File: src/rtl/instr_loader_pkg.sv
// Shared definitions for the instruction loader: FSM states, status bytes,
// instruction memory word-index width and the word-index to byte-address map.
package instr_loader_pkg;

  localparam int unsigned MEM_ADDR_W = 13;
  localparam logic [7:0]  ACK_BYTE   = 8'hAA;
  localparam logic [7:0]  NAK_BYTE   = 8'hEE;

  typedef enum logic [2:0] {
    ST_LEN,
    ST_DATA,
    ST_ACK,
    ST_ERR_TX,
    ST_LOADED,
    ST_ERROR
  } state_t;

  // Byte address of a word slot in the instruction memory.
  function automatic logic [31:0] word_addr(input logic [MEM_ADDR_W-1:0] idx);
    return {{(32 - MEM_ADDR_W - 2){1'b0}}, idx, 2'b00};
  endfunction

endpackage

File: src/rtl/instr_loader_byte_word_assembler.sv
// Collects four consecutive bytes into a little-endian 32-bit word.
// The completed word and its strobe are presented combinationally in the
// cycle the fourth byte arrives, so the caller can register them directly.
module instr_loader_byte_word_assembler (
  input  logic        clk,
  input  logic        rstn,
  input  logic        clr,
  input  logic        byte_valid,
  input  logic [7:0]  byte_in,
  output logic [1:0]  byte_cnt,
  output logic [31:0] word,
  output logic        word_valid
);

  logic [31:0] shreg;

  // Byte position counter and shift register; newest byte enters at the top.
  always_ff @(posedge clk or negedge rstn) begin
    if (!rstn) begin
      byte_cnt <= '0;
      shreg    <= '0;
    end else if (clr) begin
      byte_cnt <= '0;
      shreg    <= '0;
    end else if (byte_valid) begin
      byte_cnt <= byte_cnt + 2'd1;
      shreg    <= {byte_in, shreg[31:8]};
    end
  end

  // Complete word: first byte of the group ends up in [7:0].
  always_comb begin
    word       = {byte_in, shreg[31:8]};
    word_valid = byte_valid && (byte_cnt == 2'd3);
  end

endmodule

File: src/rtl/instr_loader.sv
// Program loader: receives a length-prefixed little-endian word stream from
// the UART, writes it into the instruction memory through its I/O port, then
// hands the memory to the processor and reports a status byte to the host.
module instr_loader #(
  parameter int unsigned DEPTH_WORDS = 8192,
  parameter logic [7:0]  ACK_BYTE    = instr_loader_pkg::ACK_BYTE,
  parameter logic [7:0]  NAK_BYTE    = instr_loader_pkg::NAK_BYTE
) (
  input  logic        clk,
  input  logic        rstn,
  input  logic [7:0]  rx_data,
  input  logic        rx_valid,
  input  logic        load_req,
  output logic [7:0]  tx_data,
  output logic        tx_valid,
  input  logic        tx_ready,
  output logic        io_sel,
  output logic        mem_en,
  output logic        mem_we,
  output logic [31:0] mem_addr,
  output logic [31:0] mem_din,
  output logic        loaded,
  output logic        error
);

  import instr_loader_pkg::*;

  state_t                 state;
  logic [31:0]            len;
  logic [MEM_ADDR_W-1:0]  word_idx;

  logic                   asm_valid;
  logic                   asm_clr;
  logic [1:0]             byte_cnt;
  logic [31:0]            asm_word;
  logic                   word_valid;
  logic [31:0]            full_len;
  logic                   last_word;

  // Bytes are only consumed while receiving the length or the payload; a
  // restart clears any partial group.
  always_comb begin
    asm_valid = rx_valid && ((state == ST_LEN) || (state == ST_DATA));
    asm_clr   = load_req && ((state == ST_LOADED) || (state == ST_ERROR));
    full_len  = {rx_data, len[23:0]};
    last_word = ({{(32 - MEM_ADDR_W){1'b0}}, word_idx} == (len - 32'd1));
  end

  instr_loader_byte_word_assembler u_asm (
    .clk        (clk),
    .rstn       (rstn),
    .clr        (asm_clr),
    .byte_valid (asm_valid),
    .byte_in    (rx_data),
    .byte_cnt   (byte_cnt),
    .word       (asm_word),
    .word_valid (word_valid)
  );

  // Load sequencing FSM with registered memory, status and UART outputs.
  always_ff @(posedge clk or negedge rstn) begin
    if (!rstn) begin
      state    <= ST_LEN;
      io_sel   <= 1'b1;
      mem_we   <= 1'b0;
      mem_en   <= 1'b0;
      mem_addr <= '0;
      mem_din  <= '0;
      tx_valid <= 1'b0;
      tx_data  <= '0;
      loaded   <= 1'b0;
      error    <= 1'b0;
      word_idx <= '0;
      len      <= '0;
    end else begin
      mem_we <= 1'b0;
      mem_en <= 1'b0;
      unique case (state)
        ST_LEN: begin
          if (rx_valid) begin
            len[8*byte_cnt +: 8] <= rx_data;
            // Decide on the complete count including the byte arriving now.
            if (word_valid) begin
              if (full_len == '0) begin
                state    <= ST_ACK;
                tx_valid <= 1'b1;
                tx_data  <= ACK_BYTE;
              end else if (full_len > DEPTH_WORDS) begin
                state    <= ST_ERR_TX;
                tx_valid <= 1'b1;
                tx_data  <= NAK_BYTE;
              end else begin
                state <= ST_DATA;
              end
            end
          end
        end
        ST_DATA: begin
          if (word_valid) begin
            mem_din  <= asm_word;
            mem_addr <= word_addr(word_idx);
            mem_we   <= 1'b1;
            mem_en   <= 1'b1;
            word_idx <= word_idx + 1'b1;
            if (last_word) state <= ST_ACK;
          end
        end
        ST_ACK: begin
          // Entered from DATA with tx idle: raise the status one cycle after
          // the final write strobe.
          if (!tx_valid) begin
            tx_valid <= 1'b1;
            tx_data  <= ACK_BYTE;
          end else if (tx_ready) begin
            tx_valid <= 1'b0;
            loaded   <= 1'b1;
            io_sel   <= 1'b0;
            state    <= ST_LOADED;
          end
        end
        ST_ERR_TX: begin
          if (tx_ready) begin
            tx_valid <= 1'b0;
            error    <= 1'b1;
            state    <= ST_ERROR;
          end
        end
        ST_LOADED, ST_ERROR: begin
          if (load_req) begin
            state    <= ST_LEN;
            loaded   <= 1'b0;
            error    <= 1'b0;
            io_sel   <= 1'b1;
            word_idx <= '0;
            len      <= '0;
          end
        end
        default: state <= ST_LEN;
      endcase
    end
  end

endmodule
File: config.mk
export PLATFORM = sky130hd
export DESIGN_NAME = instr_loader
export DESIGN_NICKNAME = d
export VERILOG_FILES = /design/src/rtl/instr_loader_pkg.sv /design/src/rtl/instr_loader_byte_word_assembler.sv /design/src/rtl/instr_loader.sv
export SDC_FILE = /design/constraint.sdc
export NUM_CORES = 1
export LEC_CHECK = 0
export CORE_ASPECT_RATIO = 1.25
export CORE_UTILIZATION = 45
export DETAILED_ROUTE_END_ITERATION = 10
export GPL_ROUTABILITY_DRIVEN = 0
export GPL_TIMING_DRIVEN = 0
export PLACE_DENSITY = 0.68
export REMOVE_ABC_BUFFERS = 1
export SLEW_MARGIN = 10
export SYNTH_ARGS = -nofsm -noshare
export SYNTH_HDL_FRONTEND = slang
export SYNTH_SLANG_ARGS = --single-unit
File: constraint.sdc
create_clock -name clk -period 3.4 [get_ports clk]
set_clock_uncertainty 0.2 [all_clocks]
set_input_delay 0.68 -clock clk [delete_from_list [all_inputs] [get_ports clk]]
set_output_delay 0.68 -clock clk [all_outputs]
set_load 0.02 [all_outputs]
## After elaboration in Yosys (flattened, before gate mapping)

Cells that the tools add are included.

| word-level totals | value |
|---|---|
| register bits after elaboration | 140 |
| bits of input ports | 13 |
| output and inout port bits | 78 |
| word-level logic and storage cells | 106 |

| cells by class | value |
|---|---|
| $add $sub $neg | 4 |
| magnitude comparators | 1 |
| equality and inequality tests | 17 |
| shifts and indexed selects | 2 |
| muxes and demuxes | 46 |
| reductions and logical operators | 23 |

Operators by type and width:

| cell | number |
|---|---|
| two-way mux 32 bit | 4 |
| case mux 32 bit (2 select lines) | 1 |
| two-way mux 8 bit | 5 |
| negator 5 -> 34 bit | 1 |
| variable shift 8 x 34 -> 32 bit, first input constant | 1 |
| variable part select 8 x 34 -> 32 bit | 1 |
| bitwise mux 32 bit | 1 |
| equality test 13 x 32 -> 1 bit | 1 |
| > comparator 32 x 14 -> 1 bit, second input constant | 1 |
| zero test 32 bit | 1 |
| subtractor 32 x 1 -> 32 bit, second input constant | 1 |
| two-way mux 13 bit | 2 |
| case mux 13 bit (2 select lines) | 1 |
| two-way mux 3 bit | 8 |
| case mux 8 bit (2 select lines) | 1 |
| case mux 3 bit (5 select lines) | 1 |
| two-way mux 1 bit | 14 |
| != test 2 bit, second input constant | 7 |
| adder 13 x 1 -> 13 bit, second input constant | 1 |
| nonzero test 2 bit | 6 |
| AND reduction 5 bit | 2 |
| AND reduction 3 bit | 3 |
| two-way mux 2 bit | 4 |
| AND reduction 8 bit | 1 |
| other kinds (16) | 24 |

## Logic depth before layout (Yosys ltp)

Gate-level depths: netlist (run 1).

| logic depth | value |
|---|---|
| word-level depth | 7 |
| mapped depth | 10 |
| gate-level depth less buffers | 9 |

## Hierarchy

Synthesis (run 1) repeated with hierarchy kept, for this count alone.

| second synthesis, totals | value |
|---|---|
| cells, all modules | 648 |
| area, all modules | 6239.7 sq um |

Modules (own cells, without submodules):

| module | instances | cells an instance | area an instance (sq um) | sequential area each (sq um) |
|---|---|---|---|---|
| instr_loader | 1 | 554 | 5084.9 | 2503.7 |
| instr_loader_byte_word_assembler | 1 | 94 | 1154.9 | 650.6 |

## Worst setup path after synthesis (run 1)

No wires, ideal clock.

| timing path | value |
|---|---|
| path kind | register -> register |
| start | reg len[0] |
| end | reg tx_data[6] |
| library setup time | 0.128 ns |
| arrival time | 2.344 ns |
| data required time | 3.072 ns |
| path slack | 0.728 ns |
| cell stages (with the launch flop) | 11 |
| buffers on the path | 1 |
| clock period less this slack | 2.672 ns |
| path through | dfrtp_1 -> inv_1 -> ha_1 -> nor3b_1 -> buf_4 -> nand2_4 -> nor3_4 -> nand4b_1 -> a31oi_1 -> nor4_2 -> mux2_1 |

| between the ends | value |
|---|---|
| longest elaborated chain between the ends | 5 |
| elaborated cells between the ends (all ways) | 8 |
| classes of those cells | order compare (1); eq/ne (1); mux (4); reduce/logical (2) |

RTL lines:

| item | RTL line | source |
|---|---|---|
| start: declaration | instr_loader.sv:29 | `logic [31:0] len;` |
| start signal: indexed assignment | instr_loader.sv:81 | `len[8*byte_cnt +: 8] <= rx_data;` |
| branches (longest 5 deep; another with > comparator 32 x 14 -> 1 bit) | -- |  |
| end signal: assignment | instr_loader.sv:70 | `tx_data <= '0;` |
| end signal: assignment | instr_loader.sv:87 | `tx_data <= ACK_BYTE;` |
| end signal: assignment | instr_loader.sv:91 | `tx_data <= NAK_BYTE;` |
| end: declaration | instr_loader.sv:14 | `output logic [7:0] tx_data,` |

Parallel ways; which one is timed is not known. The select of a mux whose other input is x is not followed.
A chain may end at the register's enable or synchronous reset.

## Worst setup path after layout (run 1)

| timing path | value |
|---|---|
| start | in rx_valid |
| end | reg word_idx[10] |

| between the ends | value |
|---|---|
| longest elaborated chain between the ends | 4 |

RTL lines:

| item | RTL line | source |
|---|---|---|
| start: declaration | instr_loader.sv:12 | `input logic rx_valid,` |
| logical AND 1 bit | instr_loader.sv:43 | `asm_valid = rx_valid && ((state == ST_LEN) \|\| (state == ST_DATA));` |
| logical AND 1 bit | instr_loader_byte_word_assembler.sv:34 | `word_valid = byte_valid && (byte_cnt == 2'd3);` |
| != test 2 x 1 -> 1 bit (no source line) | -- |  |
| AND reduction 3 bit (no source line) | -- |  |
| end signal: assignment | instr_loader.sv:104 | `word_idx <= word_idx + 1'b1;` |
| end: declaration | instr_loader.sv:30 | `logic [MEM_ADDR_W-1:0] word_idx;` |

Every way passes these cells.

==> metrics.yaml, run 1 <==
status: "complete, no violations"
synth_mux_area_share_pct: 0.498
cts_tree: "done"
ir_drop_uv: 446
wirelength_microns: 15200
fillers: 1232
reg2regPathDepth: 8
fmax_mhz: 307
final_common_cell: "nand2_1"
fp.dieW_microns: 108
synth_edf_count: 0
first_global_vias: 5065
wl_per_cell_microns: 16.0
grt_start_max_net_pins: 95
drc: 0
ys_warn_count: 0
drtAntennaViolNets: 0
synthSimpleGateAreaFrac_pct: 26.5
ctsRootBufferMaster: "clkbuf_16"
cts_sinks: 126
ioPinCount: 91
ys_types: 64
vias: 5147
clk_path_buf_depth: 2
hold_violations: 0
setup_slack_ns: 0.139
start_kind: "input port"
postSynthCellCount: 710
r2r-start: "state[1]"
end_kind: "flop"
cp.required_ns: 3.53
antenna_cells: 0
synth-xor-area-share_pct: 3.90
clkSlewWorstSetupHoldPaths_ns: 0.06
power_per_cell_area_mw_per_mm2: 670
insertion_delay_ns: 0.41
placed_cell_area_sq_mm: 0.00695
crit_end: "word_idx[10]"
final_nets: 783
synth_compound_area_share_pct: 10.8
final_cell_mix: "nand2_1, dfrtp_1, clkdlybuf4s50_1"
placementRows: 47
setup_viol: 0
grt-ovfl-total: 0
period_minus_slack_ns: 3.26
cts_made_buffers: 17
postCtsSetupRepairBufs: 0
netlist_area_sq_mm: 0.00628
total_power_mw: 5.13
crit_start: "rx_valid"
grt_usage_pct: 22.5
yosysSeqAreaShare_pct: 50.2
drive_gt1_share_pct: 7.73
area_growth_pct: 21.9
synth_top_family_by_area: "simple AND/OR/NAND/NOR gates"
final_cell_count_no_fill: 947
floorplan.initialDensity_pct: 46.9
dp_worst_setup_slack_ns: -1.81
grt_pass1_wl_microns: 25000
relSlewSlack_pct: 35.3
hp-class: "flop to flop"
dp.cells: 911
worst_pin_slew_ns: 0.964
crit_fanout: 49
r2r_slack_ns: 0.34
tns_ns: 0
dpl.hpwl_microns: 9940
rsz0062_at_grt: "yes"
avgSynthCellArea_sq_um: 8.85
drtIter0Drc: 220
drv_slew: 0
path_class: "input port to flop"
die_h_microns: 134
numPortBuffers: 69
drv_cap: 0
final_core_util_pct: 57.1
arrival_ns: 3.39
via_per_inst: 5.44
htreeDepth: 4
power.leakage_nw: 3.55
dr.pass1.iters: 5
period_share_pct: 95.9
antenna_found_initial: 0
ys.flop_type: "dfrtp_1"
synth_adder_area_share_pct: 1.39
r2r-end: "word_idx[10]"
coreArea_sq_mm: 0.0134
finalInstanceArea_sq_mm: 0.00766
ys_ff_latch: 126
hold_slack_ns: 0.269
dieArea_sq_mm: 0.0144
async_reset_ff_share_pct: 100
## layer usage
layer	global-route usage, %	vias to the layer above	part of all wire (%)
li1	-	2444	-
met1	27.2	2492	42
met2	36.7	171	51
met3	5.64	40	4.7
met4	12.1	0	3.1
met5	0	-	0
## critical path: stages
cell and delay [ns]:
clkdlybuf4s50_1 0.68, and2_4 0.39, nand3_4 0.25, buf_16 0.27, inv_8 0.23, o2111ai_1 0.31
or3_1 0.38, a21oi_1 0.15
## what timing repair did
| item | CTS | global route |
|---|---|---|
| hold buffers | 1 | 0 |
| cloned | 2 | 0 |
| endpoints found under the hold margin | 32 | 0 |
| resized for setup | 5 | 2 |
| setup endpoints to repair | 57 | 6 |
| pin swaps | 1 | 0 |
## flip-flops by register name, indices dropped and copies added (netlist names)
signal	count
len	32
u_asm.byte_cnt	2
tx_valid	1
u_asm.shreg	24
loaded	1
mem_din	32
state	3
word_idx	13
io_sel	1
mem_addr	13
error	1
tx_data	2
mem_we	1
## Yosys cell counts (2+ instances only)
master | count | area share, %
o211ai_1 | 3 | 0.36
a311oi_1 | 2 | 0.28
nor3b_1 | 4 | 0.48
xnor2_1 | 12 | 1.7
o2111ai_1 | 3 | 0.42
o21ai_1 | 3 | 0.24
nor3_1 | 7 | 0.56
a211o_1 | 2 | 0.28
mux2i_1 | 2 | 0.32
buf_6 | 3 | 0.54
inv_1 | 10 | 0.60
nor4b_1 | 3 | 0.42
buf_1 | 3 | 0.18
xor2_1 | 16 | 2.2
and3_1 | 4 | 0.40
a21boi_0 | 2 | 0.24
o21a_1 | 2 | 0.24
clkbuf_1 | 21 | 1.3
a21oi_1 | 27 | 2.2
nor2_1 | 26 | 1.6
a22o_1 | 9 | 1.3
or3_1 | 5 | 0.50
nand2_1 | 253 | 15
nor2b_1 | 3 | 0.30
ha_1 | 7 | 1.4
or2_2 | 2 | 0.20
nand2b_1 | 3 | 0.30
nand3_1 | 15 | 1.2
and2_1 | 2 | 0.20
dfrtp_1 | 125 | 50
a31oi_1 | 3 | 0.30
nor4_1 | 9 | 0.90
o21ai_0 | 46 | 3.7
nor4_4 | 4 | 1.4
nand4b_1 | 3 | 0.42
nand4_1 | 7 | 0.70
buf_4 | 32 | 3.8
## area by class of cell
type	count	area, sq um	share of cell area (%)
Clock inverter	14	204	2.66
Inverter	10	45.0	0.588
Tap cell	171	214	2.79
Multi-Input combinational cell	535	2830	37.0
Timing Repair Buffer	73	772	10.1
Clock buffer	18	439	5.73
Sequential cell	126	3150	41.2
## power by group
part	total, mW	internal (mW)	switching, mW
Combinational	1.22	0.534	0.687
Clock	1.97	1.26	0.709
Sequential	1.95	1.77	0.182
## cell families after synthesis
family,count (synthesis)
flops,126
buf+inv,71
compound gates,112
xor+xnor,28
fa+ha+maj,7
other cells,1
mux,3
simple gates,362
## worst min path at each step
stage	depth (start not counted)	endpoint	start	slack (ns)
finish	2	mem_addr[12]	mem_addr[12]	0.27
global route	2	mem_addr[12]	mem_addr[12]	0.30
CTS	2	mem_addr[12]	mem_addr[12]	0.28
detailed placement	2	mem_din[8]	mem_din[8]	0.26
global placement	2	mem_addr[12]	mem_addr[12]	0.26
floorplan	0	error	rstn	0.18
Note: power is estimated with default switching activity, not from simulation.
==> run 2: changes to the inputs <==
--- a/config.mk
+++ b/config.mk
@@ -6,6 +6,7 @@
 export NUM_CORES = 1
 export LEC_CHECK = 0
 export CORE_ASPECT_RATIO = 1.25
+export CORE_MARGIN = 3
 export CORE_UTILIZATION = 45
 export DETAILED_ROUTE_END_ITERATION = 10
 export GPL_ROUTABILITY_DRIVEN = 0
==> metrics.yaml, run 2 (synthesis results as in run 1) <==
start_kind: "input port"
r2r-start: "len[4]"
ctsRootBufferMaster: "clkbuf_16"
wirelength_microns: 14900
floorplan.initialDensity_pct: 46.7
drv_slew: 0
clk_path_buf_depth: 2
insertion_delay_ns: 0.41
end_kind: "flop"
total_power_mw: 4.90
cts_made_buffers: 17
r2r_slack_ns: 0.28
via_per_inst: 5.41
setup_slack_ns: 0.231
htreeDepth: 4
coreArea_sq_mm: 0.0135
ir_drop_uv: 426
period_share_pct: 93.2
final_cell_mix: "nand2_1, dfrtp_1, clkdlybuf4s50_1"
placed_cell_area_sq_mm: 0.00695
finalInstanceArea_sq_mm: 0.00756
antenna_cells: 0
cts_sinks: 126
power_per_cell_area_mw_per_mm2: 648
grt-ovfl-total: 0
fp.dieW_microns: 112
dp.cells: 911
crit_fanout: 49
dr.pass1.iters: 5
ioPinCount: 91
antenna_found_initial: 0
max_stage_delay_ns: 0.66
first_global_vias: 5031
dp_worst_setup_slack_ns: -1.73
drc: 0
clkSlewWorstSetupHoldPaths_ns: 0.06
worst_pin_slew_ns: 0.849
status: "complete, no violations"
drive_gt1_share_pct: 7.64
critPathBufInv: 3
power.leakage_nw: 3.49
grt_usage_pct: 19.8
drv_cap: 0
dieArea_sq_mm: 0.0154
hp-class: "input port to async pin"
final_common_cell: "nand2_1"
cp.required_ns: 3.53
reg2regPathDepth: 7
cts_hold_buf: 0
placementRows: 47
vias: 5106
r2r-end: "state[0]"
period_minus_slack_ns: 3.17
critical-path-top-delay-family: "buffers and inverters"
setup_viol: 0
fmax_mhz: 316
drtIter0Drc: 254
numPortBuffers: 69
tns_ns: 0
postCtsSetupRepairBufs: 0
dpl.hpwl_microns: 10100
path_cells: "clkdlybuf4s50_1 -> and2_4 -> nand3_4 -> buf_16 -> inv_8 -> o2111ai_2 -> or3_1 -> a21oi_1"
final_cell_count_no_fill: 943
grt_pass1_wl_microns: 25000
drtAntennaViolNets: 0
path_class: "input port to flop"
arrival_ns: 3.30
die_h_microns: 138
crit_path_top_delay_cell: "clkdlybuf4s50_1"
area_growth_pct: 20.3
relSlewSlack_pct: 43.0
cts_tree: "done"
final_nets: 780
hold_violations: 0
grt_start_max_net_pins: 66
rsz0062_at_grt: "no"
wl_per_cell_microns: 15.8
reg_top3: "len: 32 flops, mem_din: 32 flops, u_asm.shreg: 24 flops"
-- run 2: through the flow --
step / util, % / hold slack [ns]
5_1_grt: 56.1 / 0.0977
2_1_floorplan: - / 0.184
4_1_cts: 56.0 / 0.0705
3_5_place_dp: 51.6 / 0.261
3_3_place_gp: 51.1 / 0.260
6_report: 56.1 / 0.0501
-- run 2: how the worst max path moves through the flow --
stage	start	to	cells past startpoint
floorplan	rx_valid	word_idx[8]	6
global placement	rx_valid	word_idx[12]	8
detailed placement	rx_valid	word_idx[12]	9
CTS	state[2]	word_idx[10]	5
global route	rx_valid	word_idx[12]	9
finish	rx_valid	word_idx[10]	8
-- run 2: routing by layer --
layer / GRT usage, % / vias up / share of wire (%)
met5: 0 / - / 0
met4: 8.07 / 0 / 3.0
met3: 3.80 / 43 / 4.4
met2: 34.1 / 160 / 51
met1: 24.2 / 2468 / 41
li1: - / 2435 / -
-- run 2: layout make-up --
class,count,area [sq um]
Clock buffer,19,453
Clock inverter,12,113
Fill cell,1217,5910
Inverter,10,45.0
Multi-Input combinational cell,534,2830
Sequential cell,126,3150
Tap cell,171,214
Timing Repair Buffer,71,747
-- run 2: repair_timing --
action / 4_1_cts / 5_1_grt
pin swaps: 1 / 0
setup endpoints to repair: 57 / 16
cloned: 1 / 0
endpoints found under the hold margin: 0 / 0
resized for setup: 6 / 3
-- run 2: where the power goes --
part           switching, mW  internal, mW  total [mW]
Clock                  0.691          1.04        1.73
Sequential             0.183          1.77        1.95
Combinational          0.683         0.532        1.22
==> run 3: changes to the inputs <==
--- a/config.mk
+++ b/config.mk
@@ -5,13 +5,14 @@
 export SDC_FILE = /design/constraint.sdc
 export NUM_CORES = 1
 export LEC_CHECK = 0
+export ABC_AREA = 1
 export CORE_ASPECT_RATIO = 1.25
 export CORE_MARGIN = 3
 export CORE_UTILIZATION = 45
 export DETAILED_ROUTE_END_ITERATION = 10
 export GPL_ROUTABILITY_DRIVEN = 0
 export GPL_TIMING_DRIVEN = 0
-export PLACE_DENSITY = 0.68
+export PLACE_DENSITY = 0.67
 export REMOVE_ABC_BUFFERS = 1
 export SLEW_MARGIN = 10
 export SYNTH_ARGS = -nofsm -noshare
==> metrics.yaml, run 3 <==
async_reset_ff_share_pct: 100
vias: 5690
coreArea_sq_mm: 0.0145
ir_drop_uv: 453
grt-ovfl-total: 0
drtIter0Drc: 318
final_nets: 944
postSynthCellCount: 862
synth_top_area_share_pct: 46.3
cts_made_buffers: 17
ys_types: 45
placed_cell_area_sq_mm: 0.00748
status: "complete, no violations"
antenna_cells: 0
finalInstanceArea_sq_mm: 0.00806
ys_warn_count: 0
htreeDepth: 4
floorplan.initialDensity_pct: 46.5
area_growth_pct: 19.4
avgSynthCellArea_sq_um: 7.83
netlist_area_sq_mm: 0.00675
insertion_delay_ns: 0.43
drc: 0
period_minus_slack_ns: 3.05
clkSlewWorstSetupHoldPaths_ns: 0.05
worst_pin_slew_ns: 0.979
dieArea_sq_mm: 0.0165
numPortBuffers: 69
dp.cells: 1083
fmax_mhz: 327
cts_sinks: 126
ioPinCount: 91
drv_cap: 0
relSlewSlack_pct: 34.2
drtAntennaViolNets: 0
drive_gt1_share_pct: 8.64
grt_usage_pct: 21.0
ys_ff_latch: 126
start_kind: "input port"
clk_path_buf_depth: 2
cp.required_ns: 3.55
power.leakage_nw: 3.94
synth.area.top_cells: "dfrtp_1, nand2_1, inv_1"
ys.flop_type: "dfrtp_1"
end_kind: "flop"
grt_start_max_net_pins: 94
period_share_pct: 89.8
antenna_found_initial: 0
dpl.hpwl_microns: 11900
reg_top3: "len: 32 flops, mem_din: 32 flops, u_asm.shreg: 24 flops"
yosys-top-cells-count: "nand2_1, dfrtp_1, inv_1, o21ai_0, nor2_1"
drv_slew: 0
dr.pass1.iters: 4
cts_tree: "done"
hold_violations: 0
final_common_cell: "nand2_1"
wirelength_microns: 16400
postCtsSetupRepairBufs: 0
via_per_inst: 5.10
yosysSeqAreaShare_pct: 46.7
fillers: 1371
wl_per_cell_microns: 14.7
fp.dieW_microns: 116
crit_fanout: 93
path_class: "input port to flop"
synth.most_common_cell: "nand2_1"
die_h_microns: 143
final_cell_mix: "nand2_1, dfrtp_1, inv_1"
power_per_cell_area_mw_per_mm2: 969
rsz0062_at_grt: "no"
yosysTopAreaCell: "dfrtp_1"
hp-class: "input port to async pin"
setup_viol: 0
arrival_ns: 3.21
final_core_util_pct: 55.5
ctsRootBufferMaster: "clkbuf_16"
final_cell_count_no_fill: 1115
grt_pass1_wl_microns: 26700
first_global_vias: 5434
synth_edf_count: 0
placementRows: 49
## run 3: cell count changes after synthesis, moves of 10 or more
cell / previous run / this run
nand4_1: 7 / 21
xnor2_1: 12 / 2
inv_1: 10 / 121
clkbuf_1: 21 / 11
o22ai_1: 0 / 24
nand2_1: 253 / 201
nand3_1: 15 / 38
a21oi_1: 27 / 40
nor2_1: 26 / 75
xor2_1: 16 / 6
o21ai_0: 46 / 76
## run 3: layer usage
layer  share of wire, %  vias to the layer above  track usage [%]
met5                  0                        -                0
met4                3.7                        0             10.8
met3                5.3                       41             5.13
met2                 46                      159             33.3
met1                 45                     2639             26.5
li1                   -                     2851                -
## run 3: metrics by stage
step	setup TNS [ns]	setup WS, ns	hold slack (ns)	total power, mW
5_1_grt	0	0.102	0.0693	8.42
3_5_place_dp	-1.83	-0.350	0.265	6.03
6_report	0	0.346	0.0229	7.81
2_1_floorplan	0	0.546	0.184	4.88
3_3_place_gp	-471.60	-3.65	0.264	5.98
4_1_cts	0	0.0704	0.0323	7.83
## run 3: path summary, 6_finish.rpt
kind	depth (start not counted)	from	end	slack (ns)
worst max-delay path	13	rx_valid	word_idx[12]	0.35
worst min-delay path	1	rstn	mem_addr[12]	0.02
worst max register to register	13	state[1]	word_idx[12]	0.57
worst min register to register	2	mem_addr[7]	mem_addr[7]	0.27
max in group asynchronous	2	rstn	io_sel	2.25
min in group clk	2	mem_addr[7]	mem_addr[7]	0.27
## run 3: cells by family after synthesis
kind of cell             synth area share [%]
flip-flops                               46.7
buffers and inverters                    11.6
other                                  0.0555
adder cells (fa/ha/maj)                  1.30
AND/OR/NAND/NOR                          26.2
AO/OA/AOI/OAI                            13.2
XOR/XNOR                                 1.04
## run 3: repair_timing
| item | 4_1_cts | 5_1_grt |
|---|---|---|
| resized for setup | 0 | 2 |
| endpoints found under the setup margin | 0 | 5 |
| hold buffers | 0 | 0 |
## run 3: final cells by class
class,count,area [sq um],share of cell area (%)
Tap cell,178,223,2.76
Timing Repair Buffer,70,719,8.92
Clock inverter,13,130,1.61
Multi-Input combinational cell,580,2910,36.1
Sequential cell,126,3150,39.1
Clock buffer,19,443,5.49
Inverter,129,484,6.00
## run 3: power breakdown
group          leakage (nW)  switching, mW  internal (mW)
combinational          2.03           2.19           1.27
clock                 0.273          0.729           1.04
sequential             1.63          0.485           2.10
## run 3: worst max-delay path, stage by stage
cell and delay [ns]:
clkdlybuf4s50_1 0.53, nand3_4 0.31, nor2_4 0.33, nand2_8 0.31, nand2_4 0.20, nand2_2 0.10
nor2_4 0.11, nand2_2 0.10, nor4_4 0.18, nand2_1 0.10, nand2_1 0.07, nand2_1 0.04
nor2_1 0.08
